`src/rtl/opmem_ctrl_pkg.sv`:
```
// Shared constants for the operand-memory load/fetch controller.
// Holds the FSM state encodings and the default geometry of the 8x8 opmem.
package opmem_ctrl_pkg;

   localparam int DW_DEF    = 8;
   localparam int AW_DEF    = 3;
   localparam int DEPTH_DEF = 8;

   typedef logic [1:0] state_t;

   localparam state_t ST_IDLE  = 2'd0;
   localparam state_t ST_LOAD  = 2'd1;
   localparam state_t ST_FETCH = 2'd2;

endpackage

```
`src/rtl/opmem_skid2.sv`:
```
// Two-entry FIFO that absorbs the registered read data of the opmem.
// A push into a full FIFO is accepted only when the head is popped in the same cycle.
module opmem_skid2
   import opmem_ctrl_pkg::*;
#(
   parameter int DW = DW_DEF
) (
   input  logic          clk,
   input  logic          rst_n,
   input  logic          push,
   input  logic [DW-1:0] din,
   input  logic          pop,
   output logic [DW-1:0] dout,
   output logic          full,
   output logic          empty,
   output logic [1:0]    level
);

   logic       wr_idx_reg;
   logic       rd_idx_reg;
   logic [1:0] level_reg;
   logic       push_ok;
   logic       pop_ok;

   assign full    = (level_reg == 2'd2);
   assign empty   = (level_reg == 2'd0);
   assign level   = level_reg;
   assign pop_ok  = pop && !empty;
   assign push_ok = push && (!full || pop_ok);

   genvar gi;
   generate
      for (gi = 0; gi < 2; gi++) begin : g_entry
         logic [DW-1:0] data_reg;

         always_ff @(posedge clk or negedge rst_n) begin
            if (!rst_n) begin
               data_reg <= '0;
            end else if (push_ok && (wr_idx_reg == 1'(gi))) begin
               data_reg <= din;
            end
         end
      end
   endgenerate

   assign dout = rd_idx_reg ? g_entry[1].data_reg : g_entry[0].data_reg;

   always_ff @(posedge clk or negedge rst_n) begin
      if (!rst_n) begin
         wr_idx_reg <= 1'b0;
         rd_idx_reg <= 1'b0;
         level_reg  <= 2'd0;
      end else begin
         if (push_ok) wr_idx_reg <= !wr_idx_reg;
         if (pop_ok)  rd_idx_reg <= !rd_idx_reg;
         level_reg <= level_reg + {1'b0, push_ok} - {1'b0, pop_ok};
      end
   end

endmodule

```
`src/rtl/opmem_ctrl.sv`:
```
// Load/fetch controller in front of the single-port operand memory.
// LOAD writes a byte stream sequentially; FETCH replays it through a 2-entry skid buffer.
module opmem_ctrl
   import opmem_ctrl_pkg::*;
#(
   parameter int DW    = DW_DEF,
   parameter int AW    = AW_DEF,
   parameter int DEPTH = DEPTH_DEF
) (
   input  logic          clk,
   input  logic          reset_n,
   input  logic          load_start,
   input  logic          run_start,
   input  logic          in_valid,
   input  logic [DW-1:0] in_data,
   input  logic          in_last,
   output logic          in_ready,
   output logic          out_valid,
   output logic [DW-1:0] out_data,
   input  logic          out_ready,
   output logic          busy,
   output logic          done,
   output logic [AW:0]   count,
   output logic          mem_ce,
   output logic          mem_oce,
   output logic          mem_reset,
   output logic          mem_wre,
   output logic [AW-1:0] mem_ad,
   output logic [DW-1:0] mem_din,
   input  logic [DW-1:0] mem_dout
);

   localparam logic [AW:0]   DEPTH_C = (AW+1)'(DEPTH);
   localparam logic [AW:0]   LAST_C  = (AW+1)'(DEPTH-1);
   localparam logic [AW:0]   ONE_C   = (AW+1)'(1);
   localparam logic [AW-1:0] WR_ONE  = AW'(1);

   state_t        state_reg;
   logic [AW-1:0] wr_ptr_reg;
   logic [AW:0]   rd_ptr_reg;
   logic [AW:0]   pop_cnt_reg;
   logic [AW:0]   count_reg;
   logic          inflight_reg;
   logic          done_reg;

   logic          in_hs;
   logic          load_exit;
   logic          issue;
   logic          pop;
   logic          fetch_exit;
   logic          skid_full;
   logic          skid_empty;
   logic [1:0]    skid_level;
   logic [2:0]    occ;

   assign in_ready   = (state_reg == ST_LOAD);
   assign in_hs      = in_ready && in_valid;
   assign load_exit  = in_hs && (in_last || (count_reg == LAST_C));
   assign out_valid  = !skid_empty;
   assign pop        = out_valid && out_ready;
   assign occ        = {1'b0, skid_level} + {2'b00, inflight_reg};

   // The head leaving this cycle frees a slot, so a read may issue alongside it;
   // this keeps one byte per cycle while buffered plus in-flight never exceeds two.
   assign issue      = (state_reg == ST_FETCH) && (rd_ptr_reg < count_reg) &&
                       (occ < (3'd2 + {2'b00, pop})) && !(skid_full && !pop);
   assign fetch_exit = (state_reg == ST_FETCH) && pop && (pop_cnt_reg == (count_reg - ONE_C));

   assign busy      = (state_reg != ST_IDLE);
   assign done      = done_reg;
   assign count     = count_reg;
   assign mem_oce   = 1'b1;
   assign mem_reset = 1'b0;

   always_comb begin
      mem_ce  = 1'b0;
      mem_wre = 1'b0;
      mem_ad  = '0;
      mem_din = '0;
      if (in_hs) begin
         mem_ce  = 1'b1;
         mem_wre = 1'b1;
         mem_ad  = wr_ptr_reg;
         mem_din = in_data;
      end else if (issue) begin
         mem_ce  = 1'b1;
         mem_ad  = rd_ptr_reg[AW-1:0];
      end
   end

   opmem_skid2 #(
      .DW (DW)
   ) u_skid (
      .clk   (clk),
      .rst_n (reset_n),
      .push  (inflight_reg),
      .din   (mem_dout),
      .pop   (pop),
      .dout  (out_data),
      .full  (skid_full),
      .empty (skid_empty),
      .level (skid_level)
   );

   always_ff @(posedge clk or negedge reset_n) begin
      if (!reset_n) begin
         state_reg    <= ST_IDLE;
         wr_ptr_reg   <= '0;
         rd_ptr_reg   <= '0;
         pop_cnt_reg  <= '0;
         count_reg    <= '0;
         inflight_reg <= 1'b0;
         done_reg     <= 1'b0;
      end else begin
         done_reg     <= 1'b0;
         inflight_reg <= issue;
         case (state_reg)
            ST_IDLE: begin
               if (load_start) begin
                  state_reg  <= ST_LOAD;
                  wr_ptr_reg <= '0;
                  count_reg  <= '0;
               end else if (run_start) begin
                  if (count_reg != '0) begin
                     state_reg   <= ST_FETCH;
                     rd_ptr_reg  <= '0;
                     pop_cnt_reg <= '0;
                  end else begin
                     done_reg <= 1'b1;
                  end
               end
            end
            ST_LOAD: begin
               if (in_hs) begin
                  wr_ptr_reg <= wr_ptr_reg + WR_ONE;
                  if (count_reg != DEPTH_C) count_reg <= count_reg + ONE_C;
               end
               if (load_exit) begin
                  state_reg <= ST_IDLE;
                  done_reg  <= 1'b1;
               end
            end
            ST_FETCH: begin
               if (issue) rd_ptr_reg  <= rd_ptr_reg + ONE_C;
               if (pop)   pop_cnt_reg <= pop_cnt_reg + ONE_C;
               if (fetch_exit) begin
                  state_reg <= ST_IDLE;
                  done_reg  <= 1'b1;
               end
            end
            default: state_reg <= ST_IDLE;
         endcase
      end
   end

endmodule

```
`config.mk`:
```
export PLATFORM = sky130hd
export DESIGN_NAME = opmem_ctrl
export DESIGN_NICKNAME = d
export VERILOG_FILES = /design/src/rtl/opmem_ctrl_pkg.sv /design/src/rtl/opmem_skid2.sv /design/src/rtl/opmem_ctrl.sv
export SDC_FILE = /design/constraint.sdc
export NUM_CORES = 1
export LEC_CHECK = 0
export CAP_MARGIN = 20
export CORE_MARGIN = 10
export CORE_UTILIZATION = 40
export DETAILED_ROUTE_END_ITERATION = 8
export GPL_ROUTABILITY_DRIVEN = 0
export GPL_TIMING_DRIVEN = 0
export PLACE_DENSITY = 0.75
export SLEW_MARGIN = 20
export SYNTH_ARGS = -nofsm -noshare
export SYNTH_HDL_FRONTEND = slang
export SYNTH_SLANG_ARGS = --single-unit
```
`constraint.sdc`:
```
create_clock -name clk -period 2.5 [get_ports clk]
set_input_delay 0.375 -clock clk [delete_from_list [all_inputs] [get_ports clk]]
set_output_delay 0.375 -clock clk [all_outputs]
set_load 0.03 [all_outputs]
```
# After elaboration in Yosys (flattened, before gate mapping)
# Cells that the tools add are included.
[classes] add_sub_neg=9 order_cmp=2 n_eq_ne=18 mux=33 n_bitwise=1 n_reduce_logical=32
[ops] operator="$mux W4" count=8
[ops] operator="$pmux W4 S2" count=3
[ops] operator="$mux W8" count=2
[ops] operator="$ne A2 B2 Y1 const B" count=7
[ops] operator="$logic_and A1 B1 Y1" count=13
[ops] operator="$add A4 B1 Y4 const B" count=3
[ops] operator="$mux W3" count=4
[ops] operator="$mux W2" count=5
[ops] operator="$reduce_and A5 Y1" count=2
[ops] operator="$mux W1" count=8
[ops] operator="$reduce_and A4 Y1" count=2
[ops] operator="$logic_not A1 Y1" count=6
[ops] operator="$ne A2 B1 Y1 const B" count=3
[ops] operator="$ne A3 B3 Y1 const B" count=2
[ops] operator="$pmux W2 S3" count=1
[ops] operator="$pmux W3 S2" count=1
[ops] operator="$reduce_bool A2 Y1" count=3
[ops] operator="$eq A2 B2 Y1 const B" count=2
[ops] operator="$eq A4 B3 Y1 const B" count=1
[ops] operator="$eq A4 B4 Y1" count=1
[ops] operator="$logic_not A2 Y1" count=2
[ops] operator="$lt A4 B4 Y1" count=1
[ops] operator="$ne A4 B4 Y1 const B" count=1
[ops] operator="$reduce_bool A4 Y1" count=1
[ops] operator="12 further kinds" count=13
[totals] reg_bits=39 inputBits=23 out_inout_bits=31 word_cells=107

# Depth between registers and ports, before layout
[logic_depth] depth_word=9 mapped_depth=7 mapped_depth_nobuf=7

# Modules after synthesis
# Synthesis repeated with hierarchy kept, for this count alone.
[hier_totals] hier_cells=205 hier_area_um2=2180.8
[by_module_without_submodules] module="opmem_ctrl" instances=1 cells_each=141 area_per_inst_um2=1260.0 seq_area_each_um2=475.5
[by_module_without_submodules] module="opmem_skid2" instances=1 cells_each=64 area_per_inst_um2=920.9 seq_area_each_um2=500.5

# Worst setup path after synthesis
# Ideal clock, no wire load.
[synth_timing] kind="register to output" start="register count_reg[3] (netlist: count[3])" end="output mem_ad[0]" arrival_time_ps=1907 t_required_ps=2125 slack_ps=218 stages_incl_launch_ff=8 n_path_buf=1 path_cell_list="dfrtp_1 -> inv_1 -> ha_1 -> a211oi_1 -> and3_4 -> and3_4 -> buf_6 -> a22o_2"
[synth_between] elab_chain_cells=6
[synth_rtl] item="start, declared" line="opmem_ctrl.sv:42" rtl="logic [AW:0] count_reg;"
[synth_rtl] item="start signal, assigned" line="opmem_ctrl.sv:136" rtl="if (count_reg != DEPTH_C) count_reg <= count_reg + ONE_C;"
[synth_rtl] item="$lt A4 B4 Y1" line="opmem_ctrl.sv:65" rtl="assign issue = (state_reg == ST_FETCH) && (rd_ptr_reg < count_reg) &&"
[synth_rtl] item="$logic_and A1 B1 Y1 (2 in a row)" line="opmem_ctrl.sv:65"
[synth_rtl] item="$logic_and A1 B1 Y1" line="opmem_ctrl.sv:66" rtl="(occ < (3'd2 + {2'b00, pop})) && !(skid_full && !pop);"
[synth_rtl] item="net issue" line="opmem_ctrl.sv:48" rtl="logic issue;"
[synth_rtl] item="$mux W3" line="opmem_ctrl.sv:85" rtl="end else if (issue) begin"
[synth_rtl] item="$mux W3" line="opmem_ctrl.sv:80" rtl="if (in_hs) begin"
[synth_rtl] item="end, declared" line="opmem_ctrl.sv:28" rtl="output logic [AW-1:0] mem_ad,"
# The timed path passes the listed nets, and every way through them passes these cells.

# Worst setup path in the final report
[layout_timing] start="register rd_ptr_reg[1]" end="output mem_ce"
[layout_between] elab_chain_cells=6
[layout_rtl] item="start, declared" line="opmem_ctrl.sv:40" rtl="logic [AW:0] rd_ptr_reg;"
[layout_rtl] item="start signal, assigned" line="opmem_ctrl.sv:144" rtl="if (issue) rd_ptr_reg <= rd_ptr_reg + ONE_C;"
[layout_rtl] item="$lt A4 B4 Y1" line="opmem_ctrl.sv:65"
[layout_rtl] item="$logic_and A1 B1 Y1 (2 in a row)" line="opmem_ctrl.sv:65"
[layout_rtl] item="$logic_and A1 B1 Y1" line="opmem_ctrl.sv:66"
[layout_rtl] item="net issue" line="opmem_ctrl.sv:48"
[layout_rtl] item="$mux W1" line="opmem_ctrl.sv:85"
[layout_rtl] item="$mux W1" line="opmem_ctrl.sv:80"
[layout_rtl] item="end, declared" line="opmem_ctrl.sv:24" rtl="output logic mem_ce,"
# The timed path passes the listed nets, and every way through them passes these cells.

==> impl_metrics.csv <==
group,metric,value,unit
drt,drc,0,
place,pre_cts_ws,-0.423,ns
clock_tree,cts_root_buffer,"clkbuf_8",
sta,relSlewSlack,55.1,%
finish,fin_nets,307,
place,dp_hpwl,3910,um
synthesis,synth-edff-count,0,
synthesis,synthMuxAreaShare,13.1,%
synthesis,synth_area_leaders,"dfrtp_1, mux2_2, ha_1",
die,die_y,94.7,um
die,die_w,94.7,um
clock_tree,cts_max_level,2,
drt,wl_per_cell,15.2,um
critical_path,endpoint_kind,"primary output",
synthesis,yosys.area_share.simple,14.8,%
critical_path,required,2.12,ns
sta,layout_setup_ws,0.0696,ns
synthesis,synth_fa_ha_area_share,7.29,%
drt,first_pass_iters,4,
synthesis,ys_seq_elements,39,
sta,fin_crit_sh,97.2,%
clock_tree,cts_tree,"yes",
clock_tree,clk_path_buf_depth,2,
global_route,grt_overflow,0,
die,pin_count,54,
drt,dr_total_vias,1764,
global_route,grt.total_usage,11.7,%
power,p_per_area,1060,nW/um^2
synthesis,seq_area_frac_synth,43.7,%
place,numPortBuffers,51,
synthesis,synthFlopType,"dfrtp_1",
synthesis,syn_nets,240,
sta,drv_slew,0,
synthesis,ys_async_sr_fraction,100,%
die,core-area,5470,um^2
finish,largest_register_ffs,16,
die,initial_core_util,40.8,%
finish,design_area,3060,um^2
drt,via_per_inst,5.13,
finish,area_delta_synth_final,37.0,%
synthesis,syn_area_per_cell,10.9,um^2
sta,fmax,411,MHz
synthesis,yosysUniqueCellTypes,48,
power,leakage,0.00143,uW
clock_tree,path_clk_slew,0.07,ns
critical_path,setup.worst_path.start_class,"register",
clock_tree,holdBufCountCts,0,
synthesis,synth_compound_area_share,12.7,%
sta,fin_skew,0.00588,ns
run_status,status,"finished, final reports clean",
synthesis,syn_area,2230,um^2
global_route,grt_max_degree,24,
critical_path,path_max_fanout,9,
place,dpl-instance-area,2850,um^2
global_route,grt_pass1_vias,1769,
synthesis,yosysTopAreaCell,"dfrtp_1",
clock_tree,clock_latency,0.29,ns
global_route,grt_first_pass_wirelength,8470,um
finish,antennaDiodeCount,0,
drt,ant_nets,0,
sta,finalSetupViolCount,0,
power,max-vdd-ir-drop,0.000393,V
die,dieArea,8960,um^2
worst_hold_path,hold_class,"in2async",
synthesis,synthCells,204,
sta,setup_tns,0,ns
synthesis,synth_top_family_by_area,"simple AND/OR/NAND/NOR gates",
sta,worst_pin_slew,0.671,ns
job,cap_violations,0,
sta,finalHoldViolCount,0,
clock_tree,cts.sinks,39,
clock_tree,cts-buffers-inserted,5,
global_route,antenna_found_initial,0,
synthesis,yosysTopAreaCellShare,43.7,%
die,rows,27,
critical_path,cp.arrival,2.06,ns
sta,min_period,2.43,ns
synthesis,yosys.area_share.xor_xnor,4.32,%
synthesis,synth_warnings,0,
critical_path,worstSetupPathType,"reg2out",
finish,drive_above_1_share,30.9,%
drt,drt-initial-drc-count,89,
drt,drt-total-wl,5230,um
cell type report:
cell class | instances | area (um^2)
Clock inverter | 2 | 12.5
Sequential cell | 39 | 983
Tap cell | 72 | 90.1
Buffer | 4 | 31.3
Fill cell | 501 | 2420
Multi-Input combinational cell | 147 | 1220
Clock buffer | 6 | 72.6
Timing Repair Buffer | 62 | 597
Inverter | 12 | 45.0
cells by family after synthesis:
| group | count (synthesis) |
|---|---|
| AO/OA/AOI/OAI | 38 |
| XOR/XNOR | 11 |
| adder cells (fa/ha/maj) | 13 |
| buffers and inverters | 18 |
| flip-flops | 39 |
| multiplexers | 26 |
| other | 2 |
| AND/OR/NAND/NOR | 57 |
per-stage QoR:
step / cells / util, % / hold slack, ns / total power (uW)
global placement: 327 / 51.7 / 0.481 / 2710
global route: 344 / 55.8 / 0.0190 / 3490
detailed placement: 328 / 52.1 / 0.332 / 2760
floorplan: 204 / - / 0.0794 / 2180
CTS: 338 / 53.8 / 0.00863 / 3180
finish: 344 / 55.8 / 0.00344 / 3250
cells in the final DEF, fill, tap and decap left out, types with 2 or more instances in the layout:
| master | instances |
|---|---|
| mux2_2 | 26 |
| xor2_1 | 3 |
| or2_2 | 4 |
| dfrtp_2 | 6 |
| dlymetal6s2s_1 | 2 |
| nand2_1 | 9 |
| buf_6 | 2 |
| a211oi_1 | 2 |
| dfrtp_1 | 33 |
| ha_1 | 9 |
| nor2_1 | 11 |
| a22o_2 | 3 |
| a31oi_1 | 3 |
| or3_1 | 3 |
| nand3_1 | 4 |
| dlygate4sd2_1 | 8 |
| and2_1 | 8 |
| clkdlybuf4s50_1 | 36 |
| and3_4 | 2 |
| o21ai_0 | 10 |
| a21oi_1 | 3 |
| inv_2 | 2 |
| ha_4 | 2 |
| nand2b_1 | 3 |
| buf_4 | 15 |
| a22o_1 | 2 |
| nand3b_1 | 2 |
| inv_1 | 10 |
| clkbuf_8 | 5 |
| xnor2_1 | 8 |
| conb_1 | 2 |
| nand4_1 | 2 |
| ha_2 | 2 |
cell usage after synthesis, types with 2 or more instances:
cell      number
xnor2_1        8
and3b_1        2
nand4_1        2
clkbuf_1       3
a21oi_1        3
xor2_1         3
or3_1          3
nand3_1        4
nand3b_1       2
nand2b_1       3
a211oi_1       3
buf_4          2
or2_2          4
a31oi_1        3
conb_1         2
nor2_1        11
dfrtp_1       39
a22o_2         3
mux2_2        26
o21ai_0       10
ha_1          13
nand2_1        9
and2_1         8
and3_4         2
inv_1         12
a22o_1         2
final timing paths:
kind | from | endpoint | slack (ns) | cells past startpoint
max reg2reg | count[0] | rd_ptr_reg[0] | 0.52 | 6
max | rd_ptr_reg[1] | mem_ce | 0.07 | 7
min | reset_n | u_skid.g_entry[0].data_reg[1] | 0.003 | 1
min in group clk | out_ready | u_skid.rd_idx_reg | 0.47 | 3
max in group asynchronous | reset_n | count[3] | 2.03 | 2
min reg2reg | u_skid.wr_idx_reg | u_skid.wr_idx_reg | 0.50 | 1
worst max-delay path, stage by stage, from the launching register on:
cell	delay, ns
dfrtp_2	0.45
ha_2	0.32
o211a_1	0.17
o31ai_4	0.10
and3_4	0.16
buf_6	0.13
or2_2	0.28
buf_6	0.14
where the power goes:
group	internal [uW]	switching, uW
clock network	195	216
registers	847	238
logic	841	915
timing repair:
action                     4_1_cts  5_1_grt
resized for setup               37       16
buffers inserted                 3        7
gates cloned                     0        0
setup endpoints to repair       13        6
pin swaps                        1        1
per-layer routing:
layer,track usage [%],up-vias,part of all wire (%)
met4,4.24,0,1.3
met1,13.9,872,42
met2,20.1,25,54
li1,-,861,-
met5,0,-,0
met3,2.54,6,2.8
(Power assumes the default switching activity.)
